==> config.mk <==
export PLATFORM = sky130hd
export DESIGN_NAME = approx_mult_pipe
export DESIGN_NICKNAME = d
export VERILOG_FILES = /design/src/rtl/approx_mult_pipe.sv
export SDC_FILE = /design/constraint.sdc
export NUM_CORES = 1
export LEC_CHECK = 0
export BUFFER_PORTS_ARGS = -buffer_cell sky130_fd_sc_hd__buf_2
export CAP_MARGIN = 20
export CELL_PAD_IN_SITES_DETAIL_PLACEMENT = 0
export CELL_PAD_IN_SITES_GLOBAL_PLACEMENT = 2
export CORE_ASPECT_RATIO = 1.5
export CORE_UTILIZATION = 35
export DETAILED_ROUTE_END_ITERATION = 7
export PLACE_DENSITY = 0.8
export SETUP_SLACK_MARGIN = 0.5
export SYNTH_ARGS = -nofsm -noshare
export SYNTH_HDL_FRONTEND = slang
export SYNTH_SLANG_ARGS = --single-unit
==> constraint.sdc <==
create_clock -name clk -period 4.1 [get_ports clk]
set_input_delay 0.205 -clock clk [delete_from_list [all_inputs] [get_ports clk]]
set_output_delay 0.205 -clock clk [all_outputs]
set_load 0.02 [all_outputs]
==> src/rtl/approx_mult_pipe.sv <==
// approx_mult_pipe
// Three-stage pipelined unsigned multiplier with a per-transaction choice
// between the exact product and a truncated/compensated approximation.
// Both products are formed side by side in the reduction stage. The output
// stage selects one of them and reports the signed error against the exact
// result. A saturating counter tracks delivered approximate results.
// The whole pipe freezes while the sink withholds out_ready.

module approx_mult_pipe #(
    parameter int WIDTH = 8,
    parameter int TRUNC = 8,
    parameter int COMP  = 6
) (
    input  logic                 clk,
    input  logic                 rst_n,
    input  logic                 in_valid,
    output logic                 in_ready,
    input  logic [WIDTH-1:0]     in_a,
    input  logic [WIDTH-1:0]     in_b,
    input  logic                 in_mode,
    output logic                 out_valid,
    input  logic                 out_ready,
    output logic [2*WIDTH-1:0]   out_p,
    output logic [2*WIDTH:0]     out_err,
    output logic                 out_mode,
    output logic [15:0]          approx_cnt
);

    localparam int PW = 2 * WIDTH;

    // The low result bits carry the compensation constant, clipped to the
    // truncated columns. With TRUNC = 0 this mask is empty, so both modes agree.
    localparam logic [PW-1:0] LOW_MASK = (PW'(1) << TRUNC) - PW'(1);
    localparam logic [PW-1:0] COMP_LOW = PW'(COMP) & LOW_MASK;

    // Approximate product: keep every partial product in columns >= TRUNC.
    // Fold the OR of column TRUNC-1 in as a single rounding bit at weight
    // 2^TRUNC, then place the compensation constant below.
    function automatic logic [PW-1:0] approx_product(
        input logic [WIDTH-1:0] a,
        input logic [WIDTH-1:0] b
    );
        logic [PW-1:0] high_sum;
        logic [PW-1:0] term;
        logic          round_bit;
        high_sum  = '0;
        round_bit = 1'b0;
        for (int i = 0; i < WIDTH; i++) begin
            for (int j = 0; j < WIDTH; j++) begin
                term        = '0;
                term[i + j] = a[i] & b[j];
                if (i + j >= TRUNC) begin
                    high_sum = high_sum + term;
                end else if (i + j == TRUNC - 1) begin
                    round_bit = round_bit | (a[i] & b[j]);
                end else begin
                    round_bit = round_bit;
                end
            end
        end
        return (((high_sum >> TRUNC) + PW'(round_bit)) << TRUNC) | COMP_LOW;
    endfunction

    logic              stall_s;
    logic              advance_s;

    logic              s1_valid_r;
    logic [WIDTH-1:0]  s1_a_r;
    logic [WIDTH-1:0]  s1_b_r;
    logic              s1_mode_r;

    logic              s2_valid_r;
    logic [PW-1:0]     s2_exact_r;
    logic [PW-1:0]     s2_approx_r;
    logic              s2_mode_r;

    logic [PW-1:0]     exact_s;
    logic [PW-1:0]     approx_s;
    logic [PW-1:0]     sel_p_s;
    logic [PW:0]       err_s;

    // Stall when a result is waiting on a sink that is not ready. in_ready follows immediately.
    always_comb begin
        stall_s   = out_valid & ~out_ready;
        advance_s = ~stall_s;
        in_ready  = advance_s;
    end

    // Reduction-stage arithmetic: exact and approximate products from S1.
    always_comb begin
        exact_s  = PW'(s1_a_r) * PW'(s1_b_r);
        approx_s = approx_product(s1_a_r, s1_b_r);
    end

    // Output-stage selection and signed error, computed one bit wider than the product.
    always_comb begin
        if (s2_mode_r) begin
            sel_p_s = s2_approx_r;
        end else begin
            sel_p_s = s2_exact_r;
        end
        err_s = {1'b0, s2_exact_r} - {1'b0, sel_p_s};
    end

    // S1: capture operands and mode when the pipe advances.
    always_ff @(posedge clk or negedge rst_n) begin
        if (!rst_n) begin
            s1_valid_r <= 1'b0;
            s1_a_r     <= '0;
            s1_b_r     <= '0;
            s1_mode_r  <= 1'b0;
        end else if (advance_s) begin
            s1_valid_r <= in_valid;
            if (in_valid) begin
                s1_a_r    <= in_a;
                s1_b_r    <= in_b;
                s1_mode_r <= in_mode;
            end
        end
    end

    // S2: register both candidate products alongside the mode.
    always_ff @(posedge clk or negedge rst_n) begin
        if (!rst_n) begin
            s2_valid_r  <= 1'b0;
            s2_exact_r  <= '0;
            s2_approx_r <= '0;
            s2_mode_r   <= 1'b0;
        end else if (advance_s) begin
            s2_valid_r <= s1_valid_r;
            if (s1_valid_r) begin
                s2_exact_r  <= exact_s;
                s2_approx_r <= approx_s;
                s2_mode_r   <= s1_mode_r;
            end
        end
    end

    // S3: output register. It refills on the same edge the previous result leaves.
    always_ff @(posedge clk or negedge rst_n) begin
        if (!rst_n) begin
            out_valid <= 1'b0;
            out_p     <= '0;
            out_err   <= '0;
            out_mode  <= 1'b0;
        end else if (advance_s) begin
            out_valid <= s2_valid_r;
            if (s2_valid_r) begin
                out_p    <= sel_p_s;
                out_err  <= err_s;
                out_mode <= s2_mode_r;
            end
        end
    end

    // Count delivered approximate results, holding at all-ones.
    always_ff @(posedge clk or negedge rst_n) begin
        if (!rst_n) begin
            approx_cnt <= 16'h0000;
        end else if (out_valid && out_ready && out_mode && (approx_cnt != 16'hFFFF)) begin
            approx_cnt <= approx_cnt + 16'h0001;
        end
    end

endmodule

Word level (Yosys, flattened, before mapping)
Cells that the tools add are included.

word-level totals
  word-level logic and storage cells = 98
  memory bits (read-only) = 0
  output and inout port bits = 52
  register bits = 97
  memories = 0
  memory bits (writable) = 0
  latch bits = 0

cells by class
  shift-type cells = 0
  reduce and logical (&&, ||, !) cells = 6
  divide/modulo/power cells = 0
  $lt $le $gt $ge = 0
  bitwise gates (word level) = 46
  multiplexer cells = 1
  multipliers = 1
  $add $sub $neg = 30
  eq/ne operators = 1

operators with widths
  cell                                           number
  adder 16 x 11 -> 16 bit                        4
  adder 16 x 12 -> 16 bit                        4
  adder 16 x 10 -> 16 bit                        3
  adder 16 x 13 -> 16 bit                        3
  adder 16 x 9 -> 16 bit                         3
  bitwise AND 1 bit                              37
  adder 16 x 14 -> 16 bit                        2
  subtractor 16 x 16 -> 17 bit                   1
  adder 15 x 10 -> 16 bit                        1
  adder 16 x 1 -> 16 bit, second input constant  1
  adder 16 x 15 -> 16 bit                        1
  multiplier 8 x 8 -> 16 bit                     1
  two-way mux 16 bit                             1
  inequality test 16 bit, second input constant  1
  adder 14 x 9 -> 15 bit                         1
  adder 13 x 11 -> 14 bit                        1
  adder 12 x 10 -> 13 bit                        1
  adder 11 x 9 -> 12 bit                         1
  adder 10 x 10 -> 11 bit                        1
  adder 9 x 9 -> 10 bit                          1
  adder 8 x 1 -> 8 bit                           1
  bitwise OR 1 bit                               7
  AND reduction 2 bit                            3
  logical AND 1 bit                              3
  inverter 1 bit                                 2

Depth between registers and ports, before layout
  word-level depth = 29
  gate-level depth with buffers = 17
  depth with buffers taken out = 16

Worst setup path before layout
No wires, ideal clock.

  path kind = register to register
  from = register s1_b_r[7]
  to = register s2_exact_r[14]
  path slack = -0.088 ns
  stages on the path, launching flop included = 17
  arrival time = 4.055 ns
  data required time = 3.967 ns
  cells stage by stage = dfrtp_1 and2_1 inv_1 fa_1 inv_1 fa_1 fa_1 inv_1 fa_1 inv_1 ha_1 a21o_1 nor3_1 nand3_1 a41oi_1 xor2_1 o21ai_0

between the ends
  cells in the longest elaborated chain, start to end = 1

RTL lines
  item                        RTL line  RTL
  start: declaration          69        logic [WIDTH-1:0] s1_b_r;
  start signal: assignment    116       s1_b_r <= in_b;
  multiplier 8 x 8 -> 16 bit  91        exact_s = PW'(s1_a_r) * PW'(s1_b_r);
  end signal: assignment      132       s2_exact_r <= exact_s;
  end: declaration            73        logic [PW-1:0] s2_exact_r;

No other way between the ends.
A chain may end at the register's enable or synchronous reset.

Worst setup path after layout
  from = register s1_b_r[3]
  to = register s2_exact_r[14]

The elaborated chain is that of the path after synthesis.

==> reports/metrics.cfg <==
[sta]
fin_crit_ps = 4090
setup-violations-final = 0
hold_viol = 0
skew_ps = 11.7
rsz0062_at_grt = yes
maxSlewViolCount = 0
relSlewSlack = 0.423
tightestPinTransition_ps = 866
fmaxAchievable_ghz = 0.245
post-route-period-util = 0.996
setup_slack_ps = 14.8
hold_ws_ps = 76.4

[worst_setup_path]
endpoint_kind = flop
path_max_fanout = 6
required_ps = 4300
rrSetupSlack_ps = 10
arrival_ps = 4290
crit_top_cell = fa_1
slowest_stage = fa_1
crit_chain = buf_6 > and2_4 > xnor2_1 > ha_1 > fa_1 > fa_1 > inv_1 > fa_1 > inv_2 > ha_4 > a21o_1 > nor3_2 > nand3_1 > a41oi_2 > xor2_1 > o21ai_1
start_kind = flop
worstSetupPathType = reg -> reg
max_stage_delay_ps = 510

[clock_tree]
clock-sinks = 96
cts-root-buf = clkbuf_16
clk_pin_slew_ps = 80
cts_buffer_depth = 2
h-tree-depth = 3
clk_latency_ps = 350
tritoncts = yes
numCtsBuffers = 9

[detailed_routing]
drtAntennaViolNets = 0
routedWlPerCell_um = 14.7
drc = 0
dr.pass1.iters = 6
num_vias = 5273
drt_wl_total_um = 16300
drt_iter0_markers = 150
drt-vias-per-instance = 4.78

[synthesis]
yosysSeqAreaShare = 0.334
synth_nets = 867
ys_async_sr_fraction = 1.00
yosys-top-cells-area = dfrtp_1 (33%), fa_1 (13%), ha_1 (12%)
yosysTopAreaCellShare = 0.334
syn_area_mm2 = 0.00719
synthDistinctLibCells = 45
synth-main-ff-cell = dfrtp_1
yosys.area.top_type = dfrtp_1
synthTopCellsByCount = dfrtp_1 (96), nand2_1 (90), inv_1 (80)
synthCells = 731
synth.avg_cell_area_um2 = 9.84
synth_enable_flop_cells = 0
synth-seq-cells = 96
yosysMostFrequentCell = dfrtp_1
yosys_warnings = 0

[cells_and_area]
syn_to_final_growth_pct = 23.9
fin_nets = 974
final_core_util = 0.447
drive_gt1_frac = 0.294
antennaDiodeCount = 0

[global_routing]
grt_pass1_wl_um = 27000
grt_antenna_before_repair = 0
grt_pass1_vias = 5523
grt_max_degree = 70
overflow = 0
grtUsageTotal = 0.160

[status]
status = finished clean

[floorplanning]
fp.dieW_um = 119
ios = 73
dieHeight_um = 178
start_util = 0.361
core_area_mm2 = 0.0199
die_area_mm2 = 0.0211
rows = 63

[place]
place_worst_setup_slack_ps = -68.0
hpwlAfterDp_um = 12600
place_congestion = 0.864
port_buffers = 72

[worst_hold_path]
hold_class = in -> reg

[run]
max-cap-violations = 0

what timing repair did:
action	CTS	global route
hold buffers	1	0
endpoints found under the setup margin	13	14
setup buffers	20	7
pin swaps	22	20
resized for setup	42	32
hold endpoints to repair	21	0
sequential cells by signal (all words and copies together), names as in the netlist:
register,cells
s2_approx_r,9
out_err,17
s2_exact_r,16
s2_valid_r,1
approx_cnt,16
out_valid,1
s1_b_r,8
s2_mode_r,1
out_mode,1
out_p,16
s1_mode_r,1
s1_a_r,8
s1_valid_r,1
path summary, 6_finish.rpt:
kind	from	end	depth (start not counted)
setup / recovery	s1_b_r[3]	s2_exact_r[14]	16
hold / removal	in_b[0]	s1_b_r[0]	2
setup reg to reg	s1_b_r[3]	s2_exact_r[14]	16
hold reg to reg	out_err[7]	out_err[7]	2
max in group asynchronous	rst_n	s1_b_r[7]	3
min in group asynchronous	rst_n	out_p[14]	2
kinds of logic (layout without fill, tap and decap cells):
group	count (synthesis)	in the layout	synth area share
multiplexers	36	36	0.0544
AND/OR/NAND/NOR	215	215	0.147
buffers and inverters	102	214	0.0534
adder cells (fa/ha/maj)	115	115	0.248
other	1	1	0.000521
flip-flops	96	96	0.334
AO/OA/AOI/OAI	116	116	0.102
XOR/XNOR	50	50	0.0609
per-layer routing:
layer,track usage,vias to the layer above,part of all wire,wire length (µm)
met1,0.188,2558,0.42,6890
met4,0.0443,0,0.014,233
met2,0.296,63,0.54,8750
li1,-,2635,-,-
met3,0.0263,17,0.023,381
met5,0,-,0,0
cell usage in the layout (no fill, tap or decap), drive strengths merged, types with 3 or more instances in the layout:
master,Yosys,layout
nand3,16,16
xnor2,31,31
nand4,7,7
ha,69,69
clkbuf,19,9
mux2i,11,11
nor2b,4,4
nand2,90,90
nand2b,12,12
nor2,17,17
a21oi,14,14
clkinv,0,3
inv,80,84
buf,3,117
o31ai,3,3
o21ai,61,61
fa,46,46
and3,8,8
a31oi,6,6
mux2,25,25
a41oi,3,3
xor2,19,19
nor3,8,8
dfrtp,96,96
a211oi,6,6
and2,47,47
a21o,12,12
per-stage QoR:
step	cell area [µm²]	std cells	TNS, ps
after global routing	8910	1103	-194
after floorplan	7400	731	0
after CTS	8710	1096	0
after detailed placement	8120	1059	-174
final	8910	1103	0
after global placement	8120	1059	-45.9
critical path, delay by kind of cell, from the launching register on:
kind                       cells  cell delay [ps]
adders and majority gates      5             2060
AOI/OAI and AO/OA              3              500
and+or+nand+nor                3              410
DFF                            1              450
xor gates and xnor gates       2              280
buffers and inverters          3              240
area by class of cell:
type                    instances  area, µm²
fillers                      1904      11000
multi-input cells             533       4820
flip-flops and latches         96       2420
repair buffers                118        741
well taps                     260        325
inverters                      80        303
clock buffers                   9        225
clock inverters                 7       81.3
Power is left out: the tool's default activity adds up to more than one toggle a clock period on the data nets, which glitch-free logic cannot reach.
